<file path="config.mk">
export PLATFORM = sky130hd
export DESIGN_NAME = tick_scheduler
export DESIGN_NICKNAME = d
export VERILOG_FILES = /design/src/rtl/tick_pkg.sv /design/src/rtl/tick_channel.sv /design/src/rtl/tick_scheduler.sv
export SDC_FILE = /design/constraint.sdc
export NUM_CORES = 1
export LEC_CHECK = 0
export BUFFER_PORTS_ARGS = -buffer_cell sky130_fd_sc_hd__buf_4
export CAP_MARGIN = 20
export CORE_UTILIZATION = 55
export DETAILED_ROUTE_END_ITERATION = 7
export HOLD_SLACK_MARGIN = 0.12
export PLACE_DENSITY = 0.71
export SLEW_MARGIN = 40
export SYNTH_ARGS = -nofsm -noshare
export SYNTH_HDL_FRONTEND = slang
export SYNTH_HIERARCHICAL = 1
export SYNTH_SLANG_ARGS = --single-unit
</file>
<file path="constraint.sdc">
create_clock -name clk -period 3.6 [get_ports clk]
set_input_delay 0.72 -clock clk [delete_from_list [all_inputs] [get_ports clk]]
set_output_delay 0.72 -clock clk [all_outputs]
set_load 0.005 [all_outputs]
</file>
<file path="src/rtl/tick_pkg.sv">
// Shared types and defaults for the tick_scheduler timer block.
package tick_pkg;

    localparam int TICK_PRESCALE_DEF = 50000;
    localparam int TICK_CNT_W        = 32;

    typedef enum logic {
        IDLE   = 1'b0,
        ASSERT = 1'b1
    } irq_state_e;

    typedef struct packed {
        logic [TICK_CNT_W-1:0] period;
        logic                  en;
        logic                  periodic;
    } chan_cfg_t;

endpackage

</file>
<file path="src/rtl/tick_channel.sv">
// One timer channel: counts base ticks down from its period and flags expiry,
// then reloads (periodic) or disables itself (one-shot).
module tick_channel
    import tick_pkg::*;
#(
    parameter int CNT_W = TICK_CNT_W
) (
    input  logic      clk,
    input  logic      rst,
    input  logic      base_tick,
    input  logic      wr,
    input  chan_cfg_t wr_cfg,
    output logic      expire,
    output logic      tick
);

    chan_cfg_t        cfg_q, cfg_d;
    logic [CNT_W-1:0] cnt_q, cnt_d;
    logic [CNT_W-1:0] wr_period;
    logic             tick_q, tick_d;

    assign wr_period = CNT_W'(wr_cfg.period);

    // A config write takes priority over a coincident base tick.
    always_comb begin
        cfg_d  = cfg_q;
        cnt_d  = cnt_q;
        tick_d = 1'b0;
        if (wr) begin
            cfg_d          = wr_cfg;
            cfg_d.en       = wr_cfg.en & (wr_period != '0);
            cnt_d          = wr_period;
        end else if (base_tick && cfg_q.en) begin
            if (cnt_q == CNT_W'(1)) begin
                tick_d = 1'b1;
                if (cfg_q.periodic) begin
                    cnt_d = CNT_W'(cfg_q.period);
                end else begin
                    cfg_d.en = 1'b0;
                    cnt_d    = '0;
                end
            end else begin
                cnt_d = cnt_q - CNT_W'(1);
            end
        end
    end

    always_ff @(posedge clk or negedge rst) begin
        if (!rst) begin
            cfg_q  <= '0;
            cnt_q  <= '0;
            tick_q <= 1'b0;
        end else begin
            cfg_q  <= cfg_d;
            cnt_q  <= cnt_d;
            tick_q <= tick_d;
        end
    end

    assign expire = tick_d;
    assign tick   = tick_q;

endmodule

</file>
<file path="src/rtl/tick_scheduler.sv">
// Prescaled multi-channel timer with round-robin interrupt arbitration.
// Optional sticky overrun flags are built when TICK_OVERRUN_EN is defined.
module tick_scheduler
    import tick_pkg::*;
#(
    parameter int NCH      = 4,
    parameter int CNT_W    = TICK_CNT_W,
    parameter int PRESCALE = TICK_PRESCALE_DEF
) (
    input  logic                    clk,
    input  logic                    rst,
    input  logic                    cfg_we,
    input  logic [$clog2(NCH)-1:0]  cfg_ch,
    input  logic [CNT_W-1:0]        cfg_period,
    input  logic                    cfg_en,
    input  logic                    cfg_periodic,
    output logic                    irq,
    output logic [$clog2(NCH)-1:0]  irq_id,
    input  logic                    irq_ack,
    output logic [NCH-1:0]          tick_out,
    output logic [NCH-1:0]          pending
`ifdef TICK_OVERRUN_EN
    ,
    output logic [NCH-1:0]          overrun
`endif
);

    localparam int ID_W = $clog2(NCH);
    localparam int PW   = $clog2(PRESCALE);

    logic [PW-1:0]   presc_q, presc_d;
    logic            base_tick;
    logic [NCH-1:0]  pending_q, pending_d;
    logic [NCH-1:0]  wr_vec, expire_vec, clr_vec;
    chan_cfg_t       cfg_w;
    irq_state_e      state_q, state_d;
    logic [ID_W-1:0] irq_id_q, irq_id_d;
    logic [ID_W-1:0] last_grant_q, last_grant_d;
    logic [ID_W-1:0] rr_sel, rr_idx;
    logic            rr_found;

    assign base_tick = (presc_q == PW'(PRESCALE - 1));
    assign presc_d   = base_tick ? '0 : presc_q + PW'(1);

    always_comb begin
        cfg_w          = '0;
        cfg_w.period   = TICK_CNT_W'(cfg_period);
        cfg_w.en       = cfg_en;
        cfg_w.periodic = cfg_periodic;
    end

    for (genvar g = 0; g < NCH; g++) begin : g_ch
        assign wr_vec[g] = cfg_we && (cfg_ch == ID_W'(g));
        tick_channel #(.CNT_W(CNT_W)) u_ch (
            .clk       (clk),
            .rst       (rst),
            .base_tick (base_tick),
            .wr        (wr_vec[g]),
            .wr_cfg    (cfg_w),
            .expire    (expire_vec[g]),
            .tick      (tick_out[g])
        );
    end

    // Round-robin pick: first pending channel after the last one granted.
    always_comb begin
        rr_sel   = last_grant_q;
        rr_idx   = '0;
        rr_found = 1'b0;
        for (int i = 1; i <= NCH; i++) begin
            rr_idx = last_grant_q + ID_W'(i);
            if (!rr_found && pending_q[rr_idx]) begin
                rr_sel   = rr_idx;
                rr_found = 1'b1;
            end
        end
    end

    always_comb begin
        state_d      = state_q;
        irq_id_d     = irq_id_q;
        last_grant_d = last_grant_q;
        clr_vec      = '0;
        case (state_q)
            IDLE: begin
                if (pending_q != '0) begin
                    irq_id_d = rr_sel;
                    state_d  = ASSERT;
                end
            end
            ASSERT: begin
                if (irq_ack) begin
                    clr_vec[irq_id_q] = 1'b1;
                    last_grant_d      = irq_id_q;
                    state_d           = IDLE;
                end
            end
            default: state_d = IDLE;
        endcase
    end

    always_comb begin
        irq    = (state_q == ASSERT);
        irq_id = irq_id_q;
    end

    always_ff @(posedge clk or negedge rst) begin
        if (!rst) begin
            state_q      <= IDLE;
            irq_id_q     <= '0;
            last_grant_q <= ID_W'(NCH - 1);
        end else begin
            state_q      <= state_d;
            irq_id_q     <= irq_id_d;
            last_grant_q <= last_grant_d;
        end
    end

    // A new expiry outranks an acknowledge of the same channel.
    assign pending_d = (pending_q & ~clr_vec) | expire_vec;

    always_ff @(posedge clk or negedge rst) begin
        if (!rst) begin
            presc_q   <= '0;
            pending_q <= '0;
        end else begin
            presc_q   <= presc_d;
            pending_q <= pending_d;
        end
    end

    assign pending = pending_q;

`ifdef TICK_OVERRUN_EN
    logic [NCH-1:0] overrun_q, overrun_d;

    assign overrun_d = (overrun_q & ~wr_vec) | (expire_vec & pending_q & ~clr_vec);

    always_ff @(posedge clk or negedge rst) begin
        if (!rst) begin
            overrun_q <= '0;
        end else begin
            overrun_q <= overrun_d;
        end
    end

    assign overrun = overrun_q;
`endif

endmodule

</file>
=== Yosys cells after proc, flatten, opt, wreduce, memory -nomap -nowiden ===
Cells that the tools add are included.

* Bits in registers: 293
* Input bits: 40
* Logic and storage cells: 155

* $add $sub $neg: 8
* Order comparisons: 6
* Equal/unequal tests: 12
* Multiplexer cells: 67
* Bitwise gates (word level): 5
* Reduce and logical (&&, ||, !) cells: 32

{| class="wikitable"
|+ Operators with widths
! cell !! count
|-
| $mux W32 || 16
|-
| $eq A32 B1 Y1 const B || 4
|-
| $sub A32 B1 Y32 const B || 4
|-
| $mux W1 || 38
|-
| $reduce_bool A32 Y1 || 1
|-
| $add A16 B1 Y16 const B || 1
|-
| $eq A16 B16 Y1 const B || 1
|-
| $mux W16 || 1
|-
| $reduce_bool A2 Y1 || 8
|-
| $lt A2 B3 Y1 const B || 5
|-
| $logic_and A1 B1 Y1 || 12
|-
| $reduce_and A3 Y1 || 4
|-
| $bmux W1 S2 || 4
|-
| $mux W2 || 4
|-
| $mux W4 || 2
|-
| $ne A2 B1 Y1 const B || 4
|-
| $add A2 B2 Y2 const B || 2
|-
| $and A4 B4 Y4 || 1
|-
| $eq A2 B2 Y1 const B || 2
|-
| $not A4 Y4 || 1
|-
| $or A4 B4 Y4 || 1
|-
| $reduce_and A2 Y1 || 2
|-
| $reduce_bool A4 Y1 || 1
|-
| $logic_not A1 Y1 || 3
|-
| other kinds (8) || 8
|}

=== Depth between registers and ports, before layout ===
Gate-level depths: netlist of run 1.

* Depth in word-level cells: 13
* Mapped depth: 10

=== By module ===
Netlist of run 1, hierarchy kept.

{| class="wikitable"
|+ By module, submodules not included
! module !! times used !! cells an instance !! area each (µm²)
|-
| tick_channel (g_ch[0].u_ch ...) || 3 || 377 || 3,729.8
|-
| tick_channel (g_ch[3].u_ch) || 1 || 408 || 3,978.8
|-
| tick_scheduler || 1 || 128 || 1,271.2
|}

=== Worst setup path before layout of run 1 ===
Ideal clock, no wire load.

* Path kind: reg2reg
* Start: register presc_q[11]
* End: register g_ch[1].u_ch.cnt_q[15]
* Library setup time: 0.067 ns
* Arrival: 2.912 ns
* Required time: 3.533 ns
* Path slack: 0.621 ns
* Stages on the path, launching flop included: 9
* Path buffers: 1
* Period minus slack after synthesis: 2.979 ns
* Cell sequence: dfrtp_1 or4_4 nor4_4 and2_1 clkbuf_1 nand2_1 nor4_2 o2bb2ai_1 a221o_1

* Cells in the longest elaborated chain, start to end: 3

{| class="wikitable"
|+ Ends and longest elaborated chain
! element !! line !! text
|-
| from (decl) || tick_scheduler.sv:31 || <nowiki>logic [PW-1:0] presc_q, presc_d;</nowiki>
|-
| from (signal assigned) || tick_scheduler.sv:127 || <nowiki>presc_q <= presc_d;</nowiki>
|-
| $eq A16 B16 Y1 || tick_scheduler.sv:42 || <nowiki>assign base_tick = (presc_q == PW'(PRESCALE - 1));</nowiki>
|-
| named net base_tick || tick_scheduler.sv:32 || <nowiki>logic base_tick;</nowiki>
|-
| $logic_and A1 B1 Y1 || tick_channel.sv:33 || <nowiki>end else if (base_tick && cfg_q.en) begin</nowiki>
|-
| $reduce_bool A2 Y1 (no source line) || - ||
|-
| to (signal assigned) || tick_channel.sv:55 || <nowiki>cnt_q <= cnt_d;</nowiki>
|-
| to (decl) || tick_channel.sv:18 || <nowiki>logic [CNT_W-1:0] cnt_q, cnt_d;</nowiki>
|}

The timed path passes the listed nets, and every way through them passes these cells.
A chain may end at the register's enable or synchronous reset.

=== Worst setup path in the final report of run 1 ===
* Start: register g_ch[2].u_ch.cnt_q[10]
* End: register g_ch[2].u_ch.cnt_q[3]

* Cells in the longest elaborated chain, start to end: 4

{| class="wikitable"
|+ Ends and longest elaborated chain
! element !! line !! text
|-
| from (decl) || tick_channel.sv:18 ||
|-
| from (signal assigned) || tick_channel.sv:55 ||
|-
| $eq A32 B1 Y1 || tick_channel.sv:34 || <nowiki>if (cnt_q == CNT_W'(1)) begin</nowiki>
|-
| $mux W32 || tick_channel.sv:34 ||
|-
| $mux W32 || tick_channel.sv:33 ||
|-
| $mux W32 || tick_channel.sv:29 || <nowiki>if (wr) begin</nowiki>
|}

No other way between the ends. The select of a mux whose other input is x is not followed.

==> out/metrics.cfg, run 1 <==
[run_status]
status = completed

[setup_path]
critical_path.startpoint_type = flip-flop
cp-end-kind = flip-flop
required_ns = 4.04
cp_max_fo = 13
cp_data_arrival_time_ns = 3.57
path_class = reg2reg

[synthesis]
netlist_area_mm2 = 0.01644
async_flop_share_pct = 100.0
synthFlopType = dfrtp_1
synth.most_common_cell = dfrtp_1
synthAdderAreaFrac_pct = 0.6850
ys_seq_elements = 293
synth-edff-count = 0
muxShareOfSynthArea_pct = 9.095
syn_nets = 1716
synth_cell_types = 79
synth_top_family_by_area = simple AND/OR/NAND/NOR gates
synth-simple-area-share_pct = 18.88
ys_warn_count = 6
synth_compound_area_share_pct = 18.88
synth_top_cells_by_area = dfrtp_1, mux2_2, o21ai_0
syn_avg_cell_area_um2 = 9.862
netlist_top_cells_count = dfrtp_1, mux2_2, nand2_1, o21ai_0, nor2_1
synth_xor_area_share_pct = 4.209
synth_cells = 1667
yosys.area.top_type_share_pct = 44.30
yosysTopAreaCell = dfrtp_1
ys_seq_area_share_pct = 44.62

[sta]
relSlewSlack_pct = 46.49
setup_viol = 0
post-route-min-period_ns = 3.129
hold_viol_final = 0
fmax_mhz = 319.6
clock_skew_ns = 0.01158
rsz0062_at_grt = false
finalMaxSlewViolations = 0
worstMarginPinSlew_ns = 0.8026
fin_tns_setup_ns = 0
min_period_over_period_pct = 86.92

[cts]
ctsRootBufferMaster = clkbuf_16
htreeDepth = 1
cts_buffers = 31
ctsLongestPathBuffers = 3
post-cts-setup-buffer-count = 0
insertion_delay_ns = 0.57
post_cts_resized = 0
cts_tree = done
path_clk_slew_ns = 0.06
hold_buffers = 0
cts_sinks = 293

[die]
start_util_pct = 56.51
die_x_um = 174.9
rows = 62
ios = 51
die_h_um = 174.9
coreArea_mm2 = 0.02909
dieArea_mm2 = 0.03058

[power_and_ir_drop]
pwr-share-seq_pct = 47.5
p_leak_nw = 7.271
cellPowerDensity_mw_per_mm2 = 490.6
intPower_mw = 6.469
pwr-share-clk_pct = 36.2
max-vdd-ir-drop_v = 0.0004038
p_switching_mw = 2.578
power_frac_comb_pct = 16.4
p_sw_share_pct = 28.50

[global_routing]
grt_max_degree = 79
first_global_vias = 13960
antenna_found_initial = 3
grt_pass1_wl_mm = 77.71
gr-total-overflow = 0
grt_usage_pct = 32.24

[placed_design]
port-buffer-count = 50
gp_congestion = 0.9128
post-dp-hpwl_mm = 30.59
place_inst = 2060

[routing]
ant_nets = 0
wl_mm = 48.49
drc = 0
drt_iter0_drc = 1549
dr.pass1.iters = 6
via_per_inst = 6.817
vias = 14410
route.detailed.wl_per_inst_um = 22.94

[hold_path]
hp-class = in2async

[finish]
syn2layout_area_growth_pct = 12.19
fillerInstances = 2407
drive_gt1_share_pct = 19.31
num_antenna_cells = 0
fin_nets = 1758
layout.cells.non_filler = 2114

[run]
drv_cap = 0

## path summary, 6_finish.rpt
kind	startpoint	depth (start not counted)	endpoint	slack [ns]
worst max register to register	g_ch[2].u_ch/cnt_q[10]	6	g_ch[2].u_ch/cnt_q[3]	0.47
worst min-delay path	rst	1	g_ch[0].u_ch/cfg_q[32]	0.14
min in group clk	irq_ack	2	irq	0.38
worst max-delay path	g_ch[2].u_ch/cnt_q[10]	6	g_ch[2].u_ch/cnt_q[3]	0.47
worst min register to register	g_ch[1].u_ch/cfg_q[13]	1	g_ch[1].u_ch/cnt_q[11]	0.48
max in group asynchronous	rst	2	g_ch[3].u_ch/cfg_q[18]	2.37
## layer usage
| layer | track usage, % | routed length [um] | up-vias |
|---|---|---|---|
| met5 | 0.1603 | 0 | - |
| met4 | 12.90 | 2135 | 0 |
| met3 | 4.983 | 4385 | 143 |
| met2 | 49.22 | 21390 | 723 |
| met1 | 46.04 | 20580 | 7109 |
| li1 | - | - | 6437 |
## registers in the layout, indices dropped and copies added (netlist names)
signal           cells
g_ch.u_ch/cfg_q    136
g_ch.u_ch/cnt_q    128
g_ch.u_ch/tick       4
irq                  1
irq_id               2
last_grant_q         2
pending              4
presc_q             16
## stage by stage
| step | area, um2 | power (mW) | worst slack [ns] | utilization [%] | hold WS [ns] |
|---|---|---|---|---|---|
| finish | 18440 | 9.047 | 0.4708 | 63.40 | 0.1434 |
| CTS | 18440 | 9.071 | 0.5619 | 63.38 | 0.1662 |
| global route | 18440 | 9.465 | 0.3095 | 63.40 | 0.2004 |
| global placement | 17400 | 5.727 | 0.6520 | 59.82 | 0.4718 |
| detailed placement | 17400 | 5.794 | 0.5554 | 59.82 | 0.4747 |
| floorplan | 16440 | 5.224 | 0.6215 | - | 0.4244 |
## final cells by class
cell class / count / area (um2) / share of cell area [%]
Clock buffer: 48 / 929.6 / 5.041
Multi-Input combinational cell: 1229 / 8532 / 46.26
Tap cell: 384 / 480.5 / 2.605
Sequential cell: 293 / 7335 / 39.77
Timing Repair Buffer: 110 / 895.9 / 4.858
Inverter: 44 / 165.2 / 0.8955
Clock inverter: 6 / 105.1 / 0.5699
## power groups by stage
stage	combinational, mW	clock [mW]	sequential, mW
2_1_floorplan	1.06	0	4.16
3_3_place_gp	1.41	0	4.32
3_5_place_dp	1.46	0	4.33
4_1_cts	1.47	3.32	4.28
5_1_grt	1.64	3.46	4.36
6_report	1.48	3.27	4.29
## layout by cell type, fill, tap and decap left out, types with 32 or more instances in the layout
master,netlist,layout
a21oi_1,67,67
inv_1,41,41
xnor2_1,46,46
nor4_1,71,71
buf_4,0,104
nand2_1,105,105
mux2_2,119,119
dfrtp_1,291,291
xor2_1,33,33
nand3_1,32,32
nor3_1,67,67
nand4_1,38,38
o21ai_0,99,99
nor2_1,82,78
a22oi_1,64,64
a31oi_1,35,35
## logic make-up after synthesis
family,after synthesis
compound gates,457
simple gates,551
buf+inv,145
mux,133
xor+xnor,79
fa+ha+maj,9
flops,293
## worst max-delay path: stages (launching register included)
cell,delay [ns]
dfrtp_1,0.42
or4_4,0.57
nor4_1,0.51
nand3_1,0.53
or3_1,0.63
a41oi_1,0.26
a2bb2oi_1,0.09
Power figures use the tool's default switching activity.
==> run 2, diff against run 1 <==
--- a/config.mk
+++ b/config.mk
@@ -5,12 +5,15 @@
 export SDC_FILE = /design/constraint.sdc
 export NUM_CORES = 1
 export LEC_CHECK = 0
+export ABC_AREA = 0
 export BUFFER_PORTS_ARGS = -buffer_cell sky130_fd_sc_hd__buf_4
 export CAP_MARGIN = 20
 export CORE_UTILIZATION = 55
 export DETAILED_ROUTE_END_ITERATION = 7
 export HOLD_SLACK_MARGIN = 0.12
+export MAX_ROUTING_LAYER = met4
 export PLACE_DENSITY = 0.71
+export REMOVE_ABC_BUFFERS = 1
 export SLEW_MARGIN = 40
 export SYNTH_ARGS = -nofsm -noshare
 export SYNTH_HDL_FRONTEND = slang
==> run 2 against run 1 <==
Non-clock buffer count shrank 3. Clock skew rose by 0.0067 ns. Global-route usage rose by 0.88 points. Register-to-register slack improved by 0.07 ns. Fmax up 2.3%. Utilization is 0.50 points higher. Setup slack gained 0.069 ns. Largest cell class unchanged. Worst hold slack improved by 0.0063 ns. Cell area is 0.79% higher. Critical path depth stayed put.
==> out/metrics.cfg, run 2 (same netlist as run 1, synthesis figures left out) <==
[global_routing]
grt_pass1_wl_mm = 77.75  ; was 77.71 mm
first_global_vias = 13760  ; was 13960
antenna_found_initial = 0  ; was 3
grt_usage_pct = 33.12  ; was 32.24%
gr-total-overflow = 0  ; unchanged
grt_max_degree = 85  ; was 79

[setup_path]
critical_path.startpoint_type = flip-flop  ; unchanged
path_buf_inv = 0  ; unchanged
cp-end-kind = flip-flop  ; unchanged
cp_data_arrival_time_ns = 3.44  ; was 3.57 ns
cp_max_fo = 7  ; was 13
crit_family = simple AND/OR/NAND/NOR gates  ; unchanged
path_class = reg2reg  ; unchanged
cpPeakStageDelay_ns = 0.59  ; was 0.63 ns
crit_chain = or4_4 > nor4_1 > nand3_1 > or3_1 > a41oi_1 > a2bb2oi_1  ; unchanged
slowest_stage = or3_1  ; unchanged
r2r_start = g_ch[0].u_ch/cnt_q[10]  ; was g_ch[2].u_ch/cnt_q[10]
crit_start = g_ch[0].u_ch/cnt_q[10]  ; was g_ch[2].u_ch/cnt_q[10]
required_ns = 3.98  ; was 4.04 ns

[cts]
htreeDepth = 2  ; was 1
path_clk_slew_ns = 0.06  ; about the same
insertion_delay_ns = 0.52  ; was 0.57 ns
ctsLongestPathBuffers = 3  ; unchanged
ctsRootBufferMaster = clkbuf_16  ; unchanged
cts_tree = done  ; unchanged
cts_buffers = 34  ; was 31
hold_buffers = 0  ; unchanged
post-cts-setup-buffer-count = 0  ; unchanged
post_cts_resized = 0  ; unchanged
cts_sinks = 293  ; unchanged

[sta]
min_period_over_period_pct = 85.00  ; was 86.92%
fin_tns_setup_ns = 0  ; unchanged
clock_skew_ns = 0.01829  ; was 0.01158 ns
post-route-min-period_ns = 3.060  ; was 3.129 ns
hold_viol_final = 0  ; unchanged
whs_ns = 0.1497  ; was 0.1434 ns
rsz0062_at_grt = false  ; unchanged
fmax_mhz = 326.8  ; was 319.6 MHz
worstMarginPinSlew_ns = 0.8226  ; was 0.8026 ns
setup_viol = 0  ; unchanged
finalMaxSlewViolations = 0  ; unchanged
relSlewSlack_pct = 45.10  ; was 46.49%
setup_slack_ns = 0.5401  ; was 0.4708 ns

[finish]
fin_util_pct = 63.90  ; was 63.40%
regMostFlops = g_ch.u_ch/cfg_q  ; unchanged
drive_gt1_share_pct = 19.72  ; was 19.31%
top_regs = g_ch.u_ch/cfg_q (136), g_ch.u_ch/cnt_q (128), presc_q (16)  ; unchanged
largest_register_ffs = 136  ; unchanged
final_cell_mix = dfrtp_1, mux2_2, nand2_1, buf_4, o21ai_0  ; unchanged
finalInstanceArea_mm2 = 0.01859  ; was 0.01844 mm2
final_common_cell = dfrtp_1  ; unchanged
fin_nets = 1758  ; unchanged
syn2layout_area_growth_pct = 13.08  ; was 12.19%
layout.cells.non_filler = 2119  ; was 2114

[routing]
route.met2.wl_mm = 21.93  ; was 21.39 mm
maxUsedRoutingLayer = met4  ; unchanged
ant_nets = 0  ; unchanged
via_per_inst = 6.782  ; was 6.817
vias = 14370  ; was 14410
drc = 0  ; unchanged
dr.pass1.iters = 5  ; was 6
drt_iter0_drc = 1510  ; was 1549
dr_wl_met3_mm = 4.637  ; was 4.385 mm
met1Wirelength_mm = 20.85  ; was 20.58 mm
wl_mm = 48.82  ; was 48.49 mm
route.detailed.wl_per_inst_um = 23.04  ; was 22.94 um

[power_and_ir_drop]
cellPowerDensity_mw_per_mm2 = 508.8  ; was 490.6 mW/mm2
power_mw = 9.457  ; was 9.047 mW
max-vdd-ir-drop_v = 0.0003854  ; was 0.0004038 V
p_leak_nw = 7.332  ; was 7.271 nW

[die]
die_h_um = 174.9  ; unchanged
coreArea_mm2 = 0.02909  ; unchanged
ios = 51  ; unchanged
die_x_um = 174.9  ; unchanged
dieArea_mm2 = 0.03058  ; unchanged
rows = 62  ; unchanged
start_util_pct = 56.51  ; unchanged

[placed_design]
port-buffer-count = 50  ; unchanged
pre_cts_ws_ns = 0.5675  ; was 0.5554 ns
gp_congestion = 0.9167  ; was 0.9128
placed_cell_area_mm2 = 0.01739  ; was 0.01740 mm2
post-dp-hpwl_mm = 30.15  ; was 30.59 mm
place_inst = 2057  ; was 2060

[hold_path]
hp-class = in2async  ; unchanged

[run_status]
status = completed  ; unchanged

[run]
drv_cap = 0  ; unchanged

run 2: worst paths after layout:
kind,cells past startpoint,to,slack (ns)
setup / recovery,6,g_ch[0].u_ch/cnt_q[3],0.54
hold / removal,1,g_ch[0].u_ch/cfg_q[27],0.15
setup reg to reg,6,g_ch[0].u_ch/cnt_q[3],0.54
hold reg to reg,2,g_ch[0].u_ch/cnt_q[17],0.49
max in group asynchronous,2,g_ch[2].u_ch/cfg_q[11],2.56
min in group clk,2,irq,0.42
run 2: report_power, final:
group	leakage, nW	switching [mW]	total (mW)	internal [mW]
combinational	3.22	0.786	1.50	0.715
sequential	3.53	0.489	4.28	3.79
clock	0.586	1.40	3.67	2.28
total	7.33	2.67	9.46	6.78
run 2: routing by layer:
| metal | GRT usage [%] | up-vias |
|---|---|---|
| li1 | - | 6424 |
| met1 | 45.30 | 7145 |
| met2 | 48.91 | 692 |
| met3 | 7.354 | 110 |
| met4 | 10.62 | 0 |
| met5 | - | - |
run 2: worst reg2reg max path, stage by stage (launching register included):
cell and delay (ns):
dfrtp_1 0.43, or4_4 0.58, nor4_1 0.54, nand3_1 0.38, or3_1 0.60, a41oi_1 0.30
a2bb2oi_1 0.10
run 2: layout make-up:
class	instances	area [um2]
sequential	293	7335
multi-input combinational	1229	8537
inverter	44	165.2
tap	384	480.5
antenna	1	2.502
timing repair buffer	107	873.3
clock inverter	11	163.9
fill	2458	10500
clock buffer	50	1032
==> run 3, diff against run 2 <==
--- a/config.mk
+++ b/config.mk
@@ -5,7 +5,7 @@
 export SDC_FILE = /design/constraint.sdc
 export NUM_CORES = 1
 export LEC_CHECK = 0
-export ABC_AREA = 0
+export ABC_AREA = 1
 export BUFFER_PORTS_ARGS = -buffer_cell sky130_fd_sc_hd__buf_4
 export CAP_MARGIN = 20
 export CORE_UTILIZATION = 55
==> constraint.sdc (replaced) <==
create_clock -name clk -period 3.1 [get_ports clk]
set_input_delay 0.62 -clock clk [delete_from_list [all_inputs] [get_ports clk]]
set_output_delay 0.62 -clock clk [all_outputs]
set_load 0.005 [all_outputs]
==> run 3 against run 2 <==
Utilization is 1.0 points lower. Total power increased by 26%. Highest routed layer unchanged. Clock power rose by 11%. Clock-buffer cell count fell by 4. Cell area rose by 8.1%. Fmax up 12%. Combinational power rose by 83%. Global-route usage rose by 1.5 points. Via count increased by 22%. Final cell count up 52%. Critical endpoint is now g_ch[0].u_ch/cnt_q[14]. Clock skew fell by 0.0065 ns. Die area rose by 9.7%.
==> out/metrics.cfg, run 3 <==
[run_status]
status = completed  ; unchanged

[run]
drv_cap = 0  ; unchanged

[power_and_ir_drop]
cellPowerDensity_mw_per_mm2 = 593.1  ; was 508.8 mW/mm2
p_leak_nw = 10.46  ; was 7.332 nW
max-vdd-ir-drop_v = 0.0004099  ; was 0.0003854 V
power_mw = 11.92  ; was 9.457 mW

[synthesis]
netlist_top_cells_count = nand2_1, inv_1, dfrtp_1, nor2_1, o21ai_0  ; was dfrtp_1, mux2_2, nand2_1, o21ai_0, nor2_1
yosys.area.top_type_share_pct = 40.32  ; was 44.30%
synth_cell_types = 39  ; was 79
synth_cells = 2708  ; was 1667
synth.most_common_cell = nand2_1  ; was dfrtp_1
ys_seq_area_share_pct = 40.62  ; was 44.62%
netlist_area_mm2 = 0.01806  ; was 0.01644 mm2
yosysTopAreaCell = dfrtp_1  ; unchanged
syn_avg_cell_area_um2 = 6.669  ; was 9.862 um2
synth-edff-count = 0  ; unchanged
synthFlopType = dfrtp_1  ; unchanged
synth_top_cells_by_area = dfrtp_1, nand2_1, inv_1  ; was dfrtp_1, mux2_2, o21ai_0
ys_seq_elements = 293  ; unchanged
async_flop_share_pct = 100.0  ; unchanged
ys_warn_count = 6  ; unchanged

[routing]
ant_nets = 0  ; unchanged
vias = 17480  ; was 14370
via_per_inst = 5.430  ; was 6.782
drc = 0  ; unchanged
route.detailed.wl_per_inst_um = 17.10  ; was 23.04 um
drt_iter0_drc = 1736  ; was 1510
dr.pass1.iters = 8  ; was 5
wl_mm = 55.03  ; was 48.82 mm

[cts]
cts_buffers = 34  ; unchanged
path_clk_slew_ns = 0.06  ; about the same
insertion_delay_ns = 0.53  ; was 0.52 ns
ctsRootBufferMaster = clkbuf_16  ; unchanged
post-cts-setup-buffer-count = 0  ; unchanged
htreeDepth = 2  ; unchanged
ctsLongestPathBuffers = 3  ; unchanged
post_cts_resized = 0  ; unchanged
cts_tree = done  ; unchanged
cts_sinks = 293  ; unchanged

[setup_path]
cp_data_arrival_time_ns = 3.18  ; was 3.44 ns
path_class = reg2reg  ; unchanged
critical_path.startpoint_type = flip-flop  ; unchanged
cp_max_fo = 12  ; was 7
required_ns = 3.56  ; was 3.98 ns
cp-end-kind = flip-flop  ; unchanged
r2r_cells = 13  ; was 6

[global_routing]
first_global_vias = 16750  ; was 13760
grt_usage_pct = 34.63  ; was 33.12%
antenna_found_initial = 0  ; unchanged
grt_max_degree = 75  ; was 85
gr-total-overflow = 0  ; unchanged
grt_pass1_wl_mm = 88.67  ; was 77.75 mm

[sta]
min_period_over_period_pct = 87.74  ; was 85.00%
rsz0062_at_grt = false  ; unchanged
post-route-min-period_ns = 2.720  ; was 3.060 ns
relSlewSlack_pct = 45.20  ; was 45.10%
setup_viol = 0  ; unchanged
finalMaxSlewViolations = 0  ; unchanged
fmax_mhz = 367.7  ; was 326.8 MHz
hold_viol_final = 0  ; unchanged
clock_skew_ns = 0.01184  ; was 0.01829 ns
worstMarginPinSlew_ns = 0.8189  ; was 0.8226 ns
setup_slack_ns = 0.3800  ; was 0.5401 ns

[placed_design]
pre_cts_ws_ns = 0.4074  ; was 0.5675 ns
post-dp-hpwl_mm = 37.98  ; was 30.15 mm
port-buffer-count = 50  ; unchanged
gp_congestion = 0.9949  ; was 0.9167

[finish]
top_regs = g_ch.u_ch/cfg_q (136), g_ch.u_ch/cnt_q (128), presc_q (16)  ; unchanged
largest_register_ffs = 136  ; unchanged
drive_gt1_share_pct = 8.947  ; was 19.72%
final_common_cell = nand2_1  ; was dfrtp_1
fin_nets = 2807  ; was 1758
regMostFlops = g_ch.u_ch/cfg_q  ; unchanged
final_cell_mix = nand2_1, inv_1, dfrtp_1, nor2_1, o21ai_0  ; was dfrtp_1, mux2_2, nand2_1, buf_4, o21ai_0
syn2layout_area_growth_pct = 11.31  ; was 13.08%
num_antenna_cells = 0  ; was 1

[die]
coreArea_mm2 = 0.03196  ; was 0.02909 mm2
die_h_um = 183.2  ; was 174.9 um
dieArea_mm2 = 0.03356  ; was 0.03058 mm2
rows = 65  ; was 62
ios = 51  ; unchanged
die_x_um = 183.2  ; was 174.9 um
start_util_pct = 56.50  ; was 56.51%

[hold_path]
hp-class = in2reg  ; was in2async
min_path_cells = 3

run 3: changes by cell type in the layout (fill, tap and decap cells not counted), moves of 53 or more:
cell,before,now
a21oi_1,67,14
mux2_2,119,0
nor2_1,78,268
nand3_1,32,145
nand2_1,105,1001
inv_1,41,381
nor3_1,67,14
o21ai_0,99,187
a22oi_1,64,0
run 3: through the flow:
stage               instance area, um2  utilization (%)  std cells  setup TNS (ns)  hold slack [ns]
floorplan                        17670                -       2635         -200.17           0.3244
global placement                 18940            59.26       3156               0           0.4509
detailed placement               18940            59.26       3156               0           0.4554
CTS                              20100            62.89       3218               0           0.3885
global route                     20100            62.89       3218               0           0.4122
finish                           20100            62.89       3218               0           0.4140
run 3: what timing repair did:
action	in CTS	in global routing
endpoints found under the hold margin	61	0
hold buffers	1	0
endpoints found under the setup margin	0	0
run 3: cell type report:
class	instances	area, um2
Fill cell	2987	11860
Sequential cell	293	7335
Tap cell	435	544.3
Timing Repair Buffer	87	713.2
Clock buffer	46	1040
Clock inverter	15	110.1
Multi-Input combinational cell	1947	8872
Inverter	395	1488
run 3: kinds of logic after synthesis:
group	count (synthesis)	synth area share [%]
AND/OR/NAND/NOR	1586	36.94
adder cells (fa/ha/maj)	9	0.6236
buffers and inverters	468	10.38
XOR/XNOR	56	2.716
AO/OA/AOI/OAI	296	8.730
flip-flops	293	40.62
run 3: metal layers:
metal	track usage, %	routed length [um]	vias up
li1	-	-	8510
met4	14.33	2524	0
met1	46.00	23870	8134
met3	5.739	4458	176
met2	52.64	24180	655
met5	-	0	-
run 3: worst paths after layout:
check	startpoint	end	slack [ns]
min	cfg_periodic	g_ch[2].u_ch/cfg_q[0]	0.41
max reg2reg	presc_q[0]	g_ch[0].u_ch/cnt_q[14]	0.38
max in group asynchronous	rst	last_grant_q[0]	1.56
min reg2reg	g_ch[3].u_ch/cfg_q[32]	g_ch[3].u_ch/cfg_q[32]	0.47
max	presc_q[0]	g_ch[0].u_ch/cnt_q[14]	0.38
min in group asynchronous	rst	g_ch[1].u_ch/cnt_q[8]	0.63
run 3: worst max-delay path, stage by stage, from the launching register on:
cell and delay, ns:
dfrtp_1 0.43, ha_1 0.25, nand2_2 0.08, clkinv_2 0.08, nand2_4 0.09, nor3_4 0.08
nand2_1 0.12, inv_1 0.06, nor2_1 0.62, inv_1 0.27, buf_4 0.26, o21ai_0 0.17
inv_1 0.06, nand2_1 0.07
run 3: power breakdown:
part	internal, mW	switching, mW	total [mW]
Clock	2.44	1.64	4.08
Sequential	4.48	0.611	5.09
Combinational	0.993	1.76	2.75
Total	7.91	4.01	11.9
